## src/rtl/hazard_pkg.sv

```systemverilog
// Shared definitions for the hazard/stall sequencer.
//   HAZ_REG_W  : default register-index width
//   ST_*       : state encodings for RUN / MD_WAIT
//   haz_ctrl_t : bundle of pipeline control outputs
//   CTRL_NOP   : control values forced while in reset (everything frozen, nops injected)
//   CTRL_RUN   : control values when no hazard is present
package hazard_pkg;

  localparam int unsigned HAZ_REG_W = 5;

  localparam logic ST_RUN     = 1'b0;
  localparam logic ST_MD_WAIT = 1'b1;

  typedef enum logic {
    StRun    = ST_RUN,
    StMdWait = ST_MD_WAIT
  } haz_state_e;

  typedef struct packed {
    logic pc_we;
    logic fd_we;
    logic dx_we;
    logic fd_flush;
    logic dx_bubble;
    logic xm_bubble;
  } haz_ctrl_t;

  localparam haz_ctrl_t CTRL_NOP = '{
    pc_we:     1'b0,
    fd_we:     1'b0,
    dx_we:     1'b0,
    fd_flush:  1'b1,
    dx_bubble: 1'b1,
    xm_bubble: 1'b1
  };

  localparam haz_ctrl_t CTRL_RUN = '{
    pc_we:     1'b1,
    fd_we:     1'b1,
    dx_we:     1'b1,
    fd_flush:  1'b0,
    dx_bubble: 1'b0,
    xm_bubble: 1'b0
  };

endpackage

```

## src/rtl/md_watchdog.sv

```systemverilog
// Watchdog for multi-cycle mult/div waits.
// Counts cycles while enabled; flags timeout on the cycle the count reaches MD_TIMEOUT-1.
// Ports:
//   clock    in  rising-edge clock
//   reset_n  in  asynchronous active-low reset
//   clear    in  synchronous clear of the count (has priority over enable)
//   enable   in  advance the count this cycle
//   timeout  out enable is high and the count is at its terminal value
module md_watchdog #(
  parameter int unsigned MD_TIMEOUT = 64
) (
  input  logic clock,
  input  logic reset_n,
  input  logic clear,
  input  logic enable,
  output logic timeout
);

  localparam int unsigned W = (MD_TIMEOUT > 1) ? $clog2(MD_TIMEOUT) : 1;
  localparam logic [W-1:0] TC = W'(MD_TIMEOUT - 1);

  logic [W-1:0] wd_cnt_q, wd_cnt_d;

  always_comb begin
    wd_cnt_d = wd_cnt_q;
    if (clear) begin
      wd_cnt_d = '0;
    end else if (enable) begin
      wd_cnt_d = wd_cnt_q + 1'b1;
    end
  end

  always_ff @(posedge clock or negedge reset_n) begin
    if (!reset_n) begin
      wd_cnt_q <= '0;
    end else begin
      wd_cnt_q <= wd_cnt_d;
    end
  end

  assign timeout = enable & (wd_cnt_q == TC);

endmodule

```

## src/rtl/hazard_stall_unit.sv

```systemverilog
// Pipeline hazard/stall sequencer for a 5-stage pipeline.
// Generates PC / F/D / D/X write enables, the F/D flush, the decode bubble (dx_bubble)
// and the X/M bubble for load-use stalls, taken redirects and mult/div waits.
// Optional feature: define HAZ_PERF_CNT_EN to build a saturating stall-cycle counter;
// otherwise stall_cnt is tied to zero.
// Ports:
//   clock, reset_n               clock and asynchronous active-low reset
//   fd_rs1, fd_rs2, fd_uses_rs2  source operands of the instruction in decode
//   dx_memread, dx_rd            load indication and destination of the instruction in execute
//   redirect_x                   taken branch / jump resolved in execute
//   md_start, md_ready           mult/div launch and completion handshake
//   pc_we, fd_we, dx_we          latch write enables
//   fd_flush, dx_bubble, xm_bubble  nop injection controls
//   md_busy                      waiting on mult/div
//   md_err                       sticky mult/div timeout flag
//   stall_cnt                    stall-cycle performance counter
module hazard_stall_unit
  import hazard_pkg::*;
#(
  parameter int unsigned REG_W      = HAZ_REG_W,
  parameter int unsigned MD_TIMEOUT = 64,
  parameter int unsigned CNT_W      = 16
) (
  input  logic             clock,
  input  logic             reset_n,
  input  logic [REG_W-1:0] fd_rs1,
  input  logic [REG_W-1:0] fd_rs2,
  input  logic             fd_uses_rs2,
  input  logic             dx_memread,
  input  logic [REG_W-1:0] dx_rd,
  input  logic             redirect_x,
  input  logic             md_start,
  input  logic             md_ready,
  output logic             pc_we,
  output logic             fd_we,
  output logic             fd_flush,
  output logic             dx_we,
  output logic             dx_bubble,
  output logic             xm_bubble,
  output logic             md_busy,
  output logic             md_err,
  output logic [CNT_W-1:0] stall_cnt
);

  haz_state_e state_q, state_d;
  logic       md_err_q, md_err_d;
  logic       wd_timeout;
  logic       md_stall;
  logic       load_use;
  haz_ctrl_t  ctrl;

  md_watchdog #(
    .MD_TIMEOUT(MD_TIMEOUT)
  ) u_md_watchdog (
    .clock   (clock),
    .reset_n (reset_n),
    .clear   (state_q == StRun),
    .enable  (state_q == StMdWait),
    .timeout (wd_timeout)
  );

  // The timeout cycle releases the pipeline even though md_ready never came.
  assign md_stall = ((state_q == StRun) & md_start & ~md_ready) |
                    ((state_q == StMdWait) & ~md_ready & ~wd_timeout);

  assign load_use = dx_memread & (dx_rd != '0) &
                    ((dx_rd == fd_rs1) | (fd_uses_rs2 & (dx_rd == fd_rs2)));

  always_comb begin
    ctrl = CTRL_RUN;
    if (md_stall) begin
      // A jump cannot be in X while it holds a mult/div, so redirect_x is ignored here.
      ctrl.pc_we     = 1'b0;
      ctrl.fd_we     = 1'b0;
      ctrl.dx_we     = 1'b0;
      ctrl.xm_bubble = 1'b1;
    end else if (redirect_x) begin
      // Squashes the decode instruction, so any load-use stall on it is moot.
      ctrl.fd_flush  = 1'b1;
      ctrl.dx_bubble = 1'b1;
    end else if (load_use) begin
      ctrl.pc_we     = 1'b0;
      ctrl.fd_we     = 1'b0;
      ctrl.dx_bubble = 1'b1;
    end
    if (!reset_n) begin
      ctrl = CTRL_NOP;
    end
  end

  always_comb begin
    state_d  = state_q;
    md_err_d = md_err_q;
    unique case (state_q)
      StRun: begin
        if (md_start && !md_ready) begin
          state_d = StMdWait;
        end
      end
      StMdWait: begin
        if (md_ready) begin
          state_d = StRun;
        end else if (wd_timeout) begin
          state_d  = StRun;
          md_err_d = 1'b1;
        end
      end
      default: state_d = StRun;
    endcase
  end

  always_ff @(posedge clock or negedge reset_n) begin
    if (!reset_n) begin
      state_q  <= StRun;
      md_err_q <= 1'b0;
    end else begin
      state_q  <= state_d;
      md_err_q <= md_err_d;
    end
  end

  assign pc_we     = ctrl.pc_we;
  assign fd_we     = ctrl.fd_we;
  assign dx_we     = ctrl.dx_we;
  assign fd_flush  = ctrl.fd_flush;
  assign dx_bubble = ctrl.dx_bubble;
  assign xm_bubble = ctrl.xm_bubble;
  assign md_busy   = reset_n & (state_q == StMdWait);
  assign md_err    = md_err_q;

`ifdef HAZ_PERF_CNT_EN
  logic [CNT_W-1:0] stall_cnt_q;

  always_ff @(posedge clock or negedge reset_n) begin
    if (!reset_n) begin
      stall_cnt_q <= '0;
    end else if (!ctrl.pc_we && (stall_cnt_q != '1)) begin
      stall_cnt_q <= stall_cnt_q + 1'b1;
    end
  end

  assign stall_cnt = stall_cnt_q;
`else
  assign stall_cnt = '0;
`endif

endmodule

```

## config.mk

```make
export PLATFORM = sky130hd
export DESIGN_NAME = hazard_stall_unit
export DESIGN_NICKNAME = d
export VERILOG_FILES = /design/src/rtl/hazard_pkg.sv /design/src/rtl/md_watchdog.sv /design/src/rtl/hazard_stall_unit.sv
export SDC_FILE = /design/constraint.sdc
export NUM_CORES = 1
export LEC_CHECK = 0
export ABC_AREA = 1
export CORE_AREA = 5 5 48 60
export CTS_CLUSTER_DIAMETER = 50
export DETAILED_ROUTE_END_ITERATION = 12
export DIE_AREA = 0 0 53 65
export GPL_ROUTABILITY_DRIVEN = 0
export PLACE_DENSITY = 0.82
export SYNTH_ARGS = -nofsm -noshare
export SYNTH_HDL_FRONTEND = slang
export SYNTH_SLANG_ARGS = --single-unit
```

## constraint.sdc

```tcl
create_clock -name clock -period 3.8 [get_ports clock]
set_clock_uncertainty 0.2 [all_clocks]
set_input_delay 0.57 -clock clock [delete_from_list [all_inputs] [get_ports clock]]
set_output_delay 0.57 -clock clock [all_outputs]
set_load 0.02 [all_outputs]
```

==> summary.md, run 1 <==
| Metric | Value |
|---|---|
| CTS tree | yes |
| Tcrit/Tclk final | 80.0% |
| CTS Buf Count | 3 |
| # diodes | 0 |
| 1st-iter DRT viols | 12 |
| Seq/Total Area, Yosys | 26.9% |
| Startpoint types | primary input |
| Post-Synthesis Cells | 120 |
| Share of cells above drive strength 1 | around 7.3% |
| DR vias | 706 |
| Place WS | ~0.75 ns |
| Crit Reg-Reg Endpoint | state_q$_DFF_PN0_ |
| Ranking of synthesized cells by area | dfrtp_1, nand2_1, buf_4 |
| DP HPWL | 1.39 mm |
| Fin. Hold Viols | 0 |
| Number of I/O pins | between 40 and 50 |
| Leakage Power | between 0.0005 and 0.0006 uW |
| Port Buffers | 29 |
| Reg2Reg Depth | 8 |
| Flop-to-flop setup slack | approximately 2.4 ns |
| Hold Crit Start | u_md_watchdog.wd_cnt_q[5]$_DFF_PN0_ |
| Netlist cell types | 18 |
| # resized after CTS | 0 |
| Crit Path Max Fanout | 3 |
| Max Clk Rate | 329 MHz |
| Reg2reg start | u_md_watchdog.wd_cnt_q[0]$_DFF_PN0_ |
| Clock Path Buffers | 2 |
| Vias in the first global route | 635 |
| Area grow syn2layout | 39.1% |
| First-pass GRT wire length | about 2.6 mm |
| Number of synthesized register bits | 8 |
| Clk slew on worst S/H paths | ~0.05 ns |
| CP arrival | ~2.3 ns |
| Gr ovfl total | 0 |
| Drt pass-1 iters | 4 |
| Synth warn | 0 |
| Final Setup Violations | 0 |
| Synth Cell Area | ~740 um^2 |
| Worst IR drop on VDD | just under 0.09 mV |
| Max Slew Vio Count | 0 |
| CTS Root Cell | clkbuf_4 |
| Final setup TNS | 0 ns |
| Largest net degree at the start of global routing | 10 |
| Worst hold path stage count | 1 |
| Die area | between 0.003 and 0.004 mm^2 |
| Initial Utilization | between 30% and 40% |
| RSZ-0062 raised after global routing | no |
| Core Region | about 0.0023 mm^2 |
| Status | finished, final reports clean |
| Worst setup startpoint | dx_rd[1] |
| DRC | 0 |
| Max_cap viols | 0 |
| # clock sinks | 8 |
| Antenna violations before repair | 0 |
| H-tree depth | 1 |
| Layout Nets | roughly 180 |
| Req. time, crit path | between 3 and 4 ns |
| DIE HEIGHT | roughly 65 um |
| Post-route minimum period | 3.04 ns |
| Clock Latency Late Sink | 0.25 ns |
| Pwr per Cell Area | 234 mW/mm^2 |
| Fillers | about 250 |
| Final design utilization | between 40% and 50% |
| Antenna viol nets, final | 0 |
| Final WS setup | between 0.7 and 0.8 ns |
| Hold Crit Class | reg2reg |
| Critical path endpoint category | output port |
| Core Rows | 20 |
| Critical path type | in2out |
| Postcts setup bufs | 0 |
| Synth area leader | dfrtp_1 |
| Endpoint of the worst hold path | u_md_watchdog.wd_cnt_q[5]$_DFF_PN0_ |
| Final wirelength | between 1.5 and 2 mm |
| Via density per instance | 3.84 |
| Syn_area_per_cell | just over 6 um^2 |
| Avg WL per Cell | just under 9 um |
| Top cell type's share of synthesized area | between 20% and 30% |
| Hold buffer count at cts | 0 |
| Die X | between 50 and 60 um |
| GRT Total Usage | about a tenth |
-- state kept, by name (all words and copies together), names as in the netlist --
name,count
u_md_watchdog.wd_cnt_q,6
state_q,1
md_err,1
-- power breakdown --
group          internal [uW]  leakage [uW]  total (uW)  switching (uW)
Sequential              88.3      0.000106        91.5            3.25
Clock                   36.0     0.0000138        63.0            27.0
Combinational           39.7      0.000457        87.1            47.3
-- how the worst max path moves through the flow --
stage | depth (start not counted) | slack (ns) | endpoint
6_report | 10 | 0.76 | dx_bubble
3_3_place_gp | 10 | 0.74 | dx_bubble
2_1_floorplan | 12 | 1.50 | pc_we
4_1_cts | 10 | 0.74 | dx_bubble
5_1_grt | 10 | 0.63 | dx_bubble
3_5_place_dp | 10 | 0.75 | dx_bubble
-- stage by stage --
stage	hold WS [ns]	power, uW	area [um^2]	instances
detailed placement	0.271	181	1010	181
finish	0.277	242	1030	184
CTS	0.279	247	1030	184
floorplan	0.0744	151	800	135
global placement	0.265	180	1010	181
global route	0.307	257	1030	184
-- per-layer routing --
layer / track usage, % / routed length [um]
met5: 0 / 0
met4: 6.71 / 36
met3: 1.38 / 86
met2: 16.6 / 831
met1: 11.4 / 642
-- cells by family after synthesis --
logic type               count (synthesis)  share of synthesized area, %
AND/OR/NAND/NOR                         58                          33.7
buffers and inverters                   43                          30.3
AO/OA/AOI/OAI                            8                          5.72
flip-flops                               8                          26.9
XOR/XNOR                                 1                          1.18
adder cells (fa/ha/maj)                  1                          1.68
other                                    1                         0.505
-- final cells by class --
type                            instances  area [um^2]  share of cell area (%)
Clock buffer                            3         22.5                    2.18
Inverter                               26         97.6                    9.44
Multi-Input combinational cell         84          374                    36.2
Sequential cell                         8          200                    19.4
Tap cell                               33         41.3                    4.00
Timing Repair Buffer                   30          298                    28.8
-- cells in the final DEF (no fill, tap or decap) --
cell / synthesis / final
nand3_1: 5 / 5
buf_4: 17 / 1
o21ai_0: 3 / 3
conb_1: 1 / 16
nand4_1: 2 / 2
nand2_1: 35 / 35
o21bai_1: 1 / 1
a21oi_1: 4 / 4
nand2_2: 2 / 2
nand3_2: 1 / 1
inv_2: 2 / 2
dfrtp_1: 8 / 8
inv_1: 24 / 24
xnor2_1: 1 / 1
nor2_4: 1 / 1
nor2_1: 11 / 11
nor2_2: 1 / 1
clkbuf_4: 0 / 3
clkdlybuf4s50_1: 0 / 29
ha_1: 1 / 1
-- critical path: stages --
cell             delay [ns]
clkdlybuf4s50_1        0.50
inv_1                  0.08
nand2_1                0.06
nand2_1                0.05
nor2_1                 0.11
nand3_1                0.09
nand2_1                0.09
nand3_1                0.06
nand2_1                0.07
clkdlybuf4s50_1        0.60
-- synthesized netlist by cell type (all sizes together) --
master and number:
nand2 37, dfrtp 8, nand4 2, buf 17, xnor2 1, o21bai 1
o21ai 3, nand3 6, nor2 13, a21oi 4, ha 1, inv 26
conb 1
No activity file was read; power rests on OpenSTA's default activity.
==> run 2: changes to the inputs <==
clock period = 3 ns   (was 3.8 ns; I/O delays follow)
==> summary.md, run 2 (same netlist as run 1, synthesis figures left out) <==
| Metric | Value |
|---|---|
| Status | finished, final reports clean |
| # clock sinks | 8 |
| Antenna viol nets, final | 0 |
| Flop pwr share | roughly 38% |
| Comb pwr share | a little over a third |
| Clock Latency Late Sink | between 0.2 and 0.3 ns |
| Port Buffers | 29 |
| Die area | approximately 0.0034 mm^2 |
| Commonest cells after routing, fill and taps aside | nand2_1, clkdlybuf4s50_1, inv_1 |
| Fillers | ~250 |
| Avg WL per Cell | between 8 and 9 um |
| Met1 GRT Util | between 10% and 20% |
| DR vias | about 720 |
| Final wirelength | roughly 1.5 mm |
| RSZ-0062 raised after global routing | no |
| Largest net degree at the start of global routing | 10 |
| Hold buffer count at cts | 0 |
| Met2 GRT Util | ~16% |
| Worst IR drop on VDD | around 0.13 mV |
| DRC | 0 |
| First-pass GRT wire length | 2.40 mm |
| Postcts setup bufs | 0 |
| Post-route minimum period | roughly 2.8 ns |
| Max_cap viols | 0 |
| Final Cell Area | approximately 0.0010 mm^2 |
| Final WS setup | ~0.25 ns |
| Final Setup Violations | 0 |
| Area grow syn2layout | 39.4% |
| GRT Total Usage | around a tenth |
| Via density per instance | ~3.9 |
| Placed Area | 0.00101 mm^2 |
| Inst Count DP | between 150 and 200 |
| Switching power | between 90 and 100 uW |
| CTS Buf Count | 3 |
| CTS Root Cell | clkbuf_4 |
| Layout Nets | between 150 and 200 |
| PnR Total Power | about 300 uW |
| Met3 Use GR | ~2.1% |
| Max Slew Vio Count | 0 |
| Startpoint types | flip-flop |
| Fin. Hold Viols | 0 |
| Switching Fraction | 31.8% |
| Largest Register | u_md_watchdog.wd_cnt_q |
| Die X | 53 um |
| Share of cells above drive strength 1 | under 10% |
| Clk pwr share | 25.9% |
| Leakage Power | ~0.00058 uW |
| Pwr per Cell Area | approximately 290 mW/mm^2 |
| Max Clk Rate | ~360 MHz |
| Req. time, crit path | around 2.4 ns |
| DIE HEIGHT | between 60 and 70 um |
| Tcrit/Tclk final | around nine tenths |
| P_int | 207 uW |
| Commonest non-fill, non-tap cell in the layout | nand2_1 |
| 1st-iter DRT viols | 5 |
| # resized after CTS | 0 |
| Clk slew on worst S/H paths | roughly 0.05 ns |
| Place WS | 0.188 ns |
| CP arrival | around 2.1 ns |
| Drt pass-1 iters | 4 |
| Non-Filler Instances | 184 |
| Critical path type | reg2out |
| Hold Crit Class | reg2reg |
| Critical path endpoint category | output port |
| Area of the multi-input gates | around 370 um^2 |
| Initial Utilization | between 30% and 40% |
| Antenna violations before repair | 0 |
| Core Rows | 20 |
| CTS tree | yes |
| Crit Path Max Fanout | 4 |
| Gr ovfl total | 0 |
| Register Area | roughly 200 um^2 |
| Vias in the first global route | approximately 600 |
| Flip-flop count of the largest register after layout | 6 |
| Number of I/O pins | 46 |
| Core Region | approximately 0.0023 mm^2 |
| Clock Path Buffers | 2 |
| GRT busiest layer | met2 |
| Final setup TNS | 0 ns |
| DP HPWL | between 1 and 1.5 mm |
| # diodes | 0 |
| H-tree depth | 1 |
==> run 2: cell types whose count changed in the layout (fill, tap and decap cells not counted), sizes merged <==
| cell | previous run | this run |
|---|---|---|
| clkdlybuf4s50 | 29 | 28 |
| dlymetal6s2s | 0 | 1 |
==> run 2: per-stage QoR <==
| step | hold WS [ns] | util, % |
|---|---|---|
| 6_report | 0.276 | 44.5 |
| 5_1_grt | 0.308 | 44.5 |
| 4_1_cts | 0.283 | 44.4 |
| 3_5_place_dp | 0.268 | 43.4 |
| 3_3_place_gp | 0.268 | 43.4 |
| 2_1_floorplan | -0.0456 | - |
==> run 2: worst max-delay path: stages (launching register included) <==
cell	delay, ns
dfrtp_1	0.38
ha_1	0.17
nand2_1	0.07
inv_2	0.07
nand3_2	0.07
nor2_2	0.09
nand2_2	0.06
nand2_2	0.08
inv_2	0.05
nor2_4	0.09
nand2_1	0.06
inv_1	0.06
clkdlybuf4s50_1	0.60
==> run 2: layout make-up <==
cell class                      count  area share, %
Tap cell                           33           3.99
Timing Repair Buffer               30           29.0
Multi-Input combinational cell     84           36.1
Inverter                           26           9.42
Clock buffer                        3           2.17
Sequential cell                     8           19.3
==> run 2: metal layers <==
metal / up-vias / wire length [um]
li1: 388 / -
met1: 309 / 592
met2: 19 / 790
met3: 2 / 89
met4: 0 / 17
met5: - / 0
==> run 2: worst paths after layout <==
path	start	end	slack, ns	cells past startpoint
setup reg to reg	u_md_watchdog.wd_cnt_q[0]$_DFF_PN0_	state_q$_DFF_PN0_	1.64	8
min in group asynchronous	reset_n	u_md_watchdog.wd_cnt_q[3]$_DFF_PN0_	0.35	2
hold reg to reg	u_md_watchdog.wd_cnt_q[0]$_DFF_PN0_	u_md_watchdog.wd_cnt_q[0]$_DFF_PN0_	0.28	1
hold / removal	u_md_watchdog.wd_cnt_q[0]$_DFF_PN0_	u_md_watchdog.wd_cnt_q[0]$_DFF_PN0_	0.28	1
max in group asynchronous	reset_n	state_q$_DFF_PN0_	2.11	2
setup / recovery	u_md_watchdog.wd_cnt_q[0]$_DFF_PN0_	pc_we	0.25	12
==> run 2: power groups by stage <==
stage	sequential [uW]	combinational, uW	clock, uW
floorplan	118	74.2	0
global placement	118	110	0
detailed placement	118	111	0
CTS	116	111	83.1
global route	116	121	90.1
finish	116	110	78.8
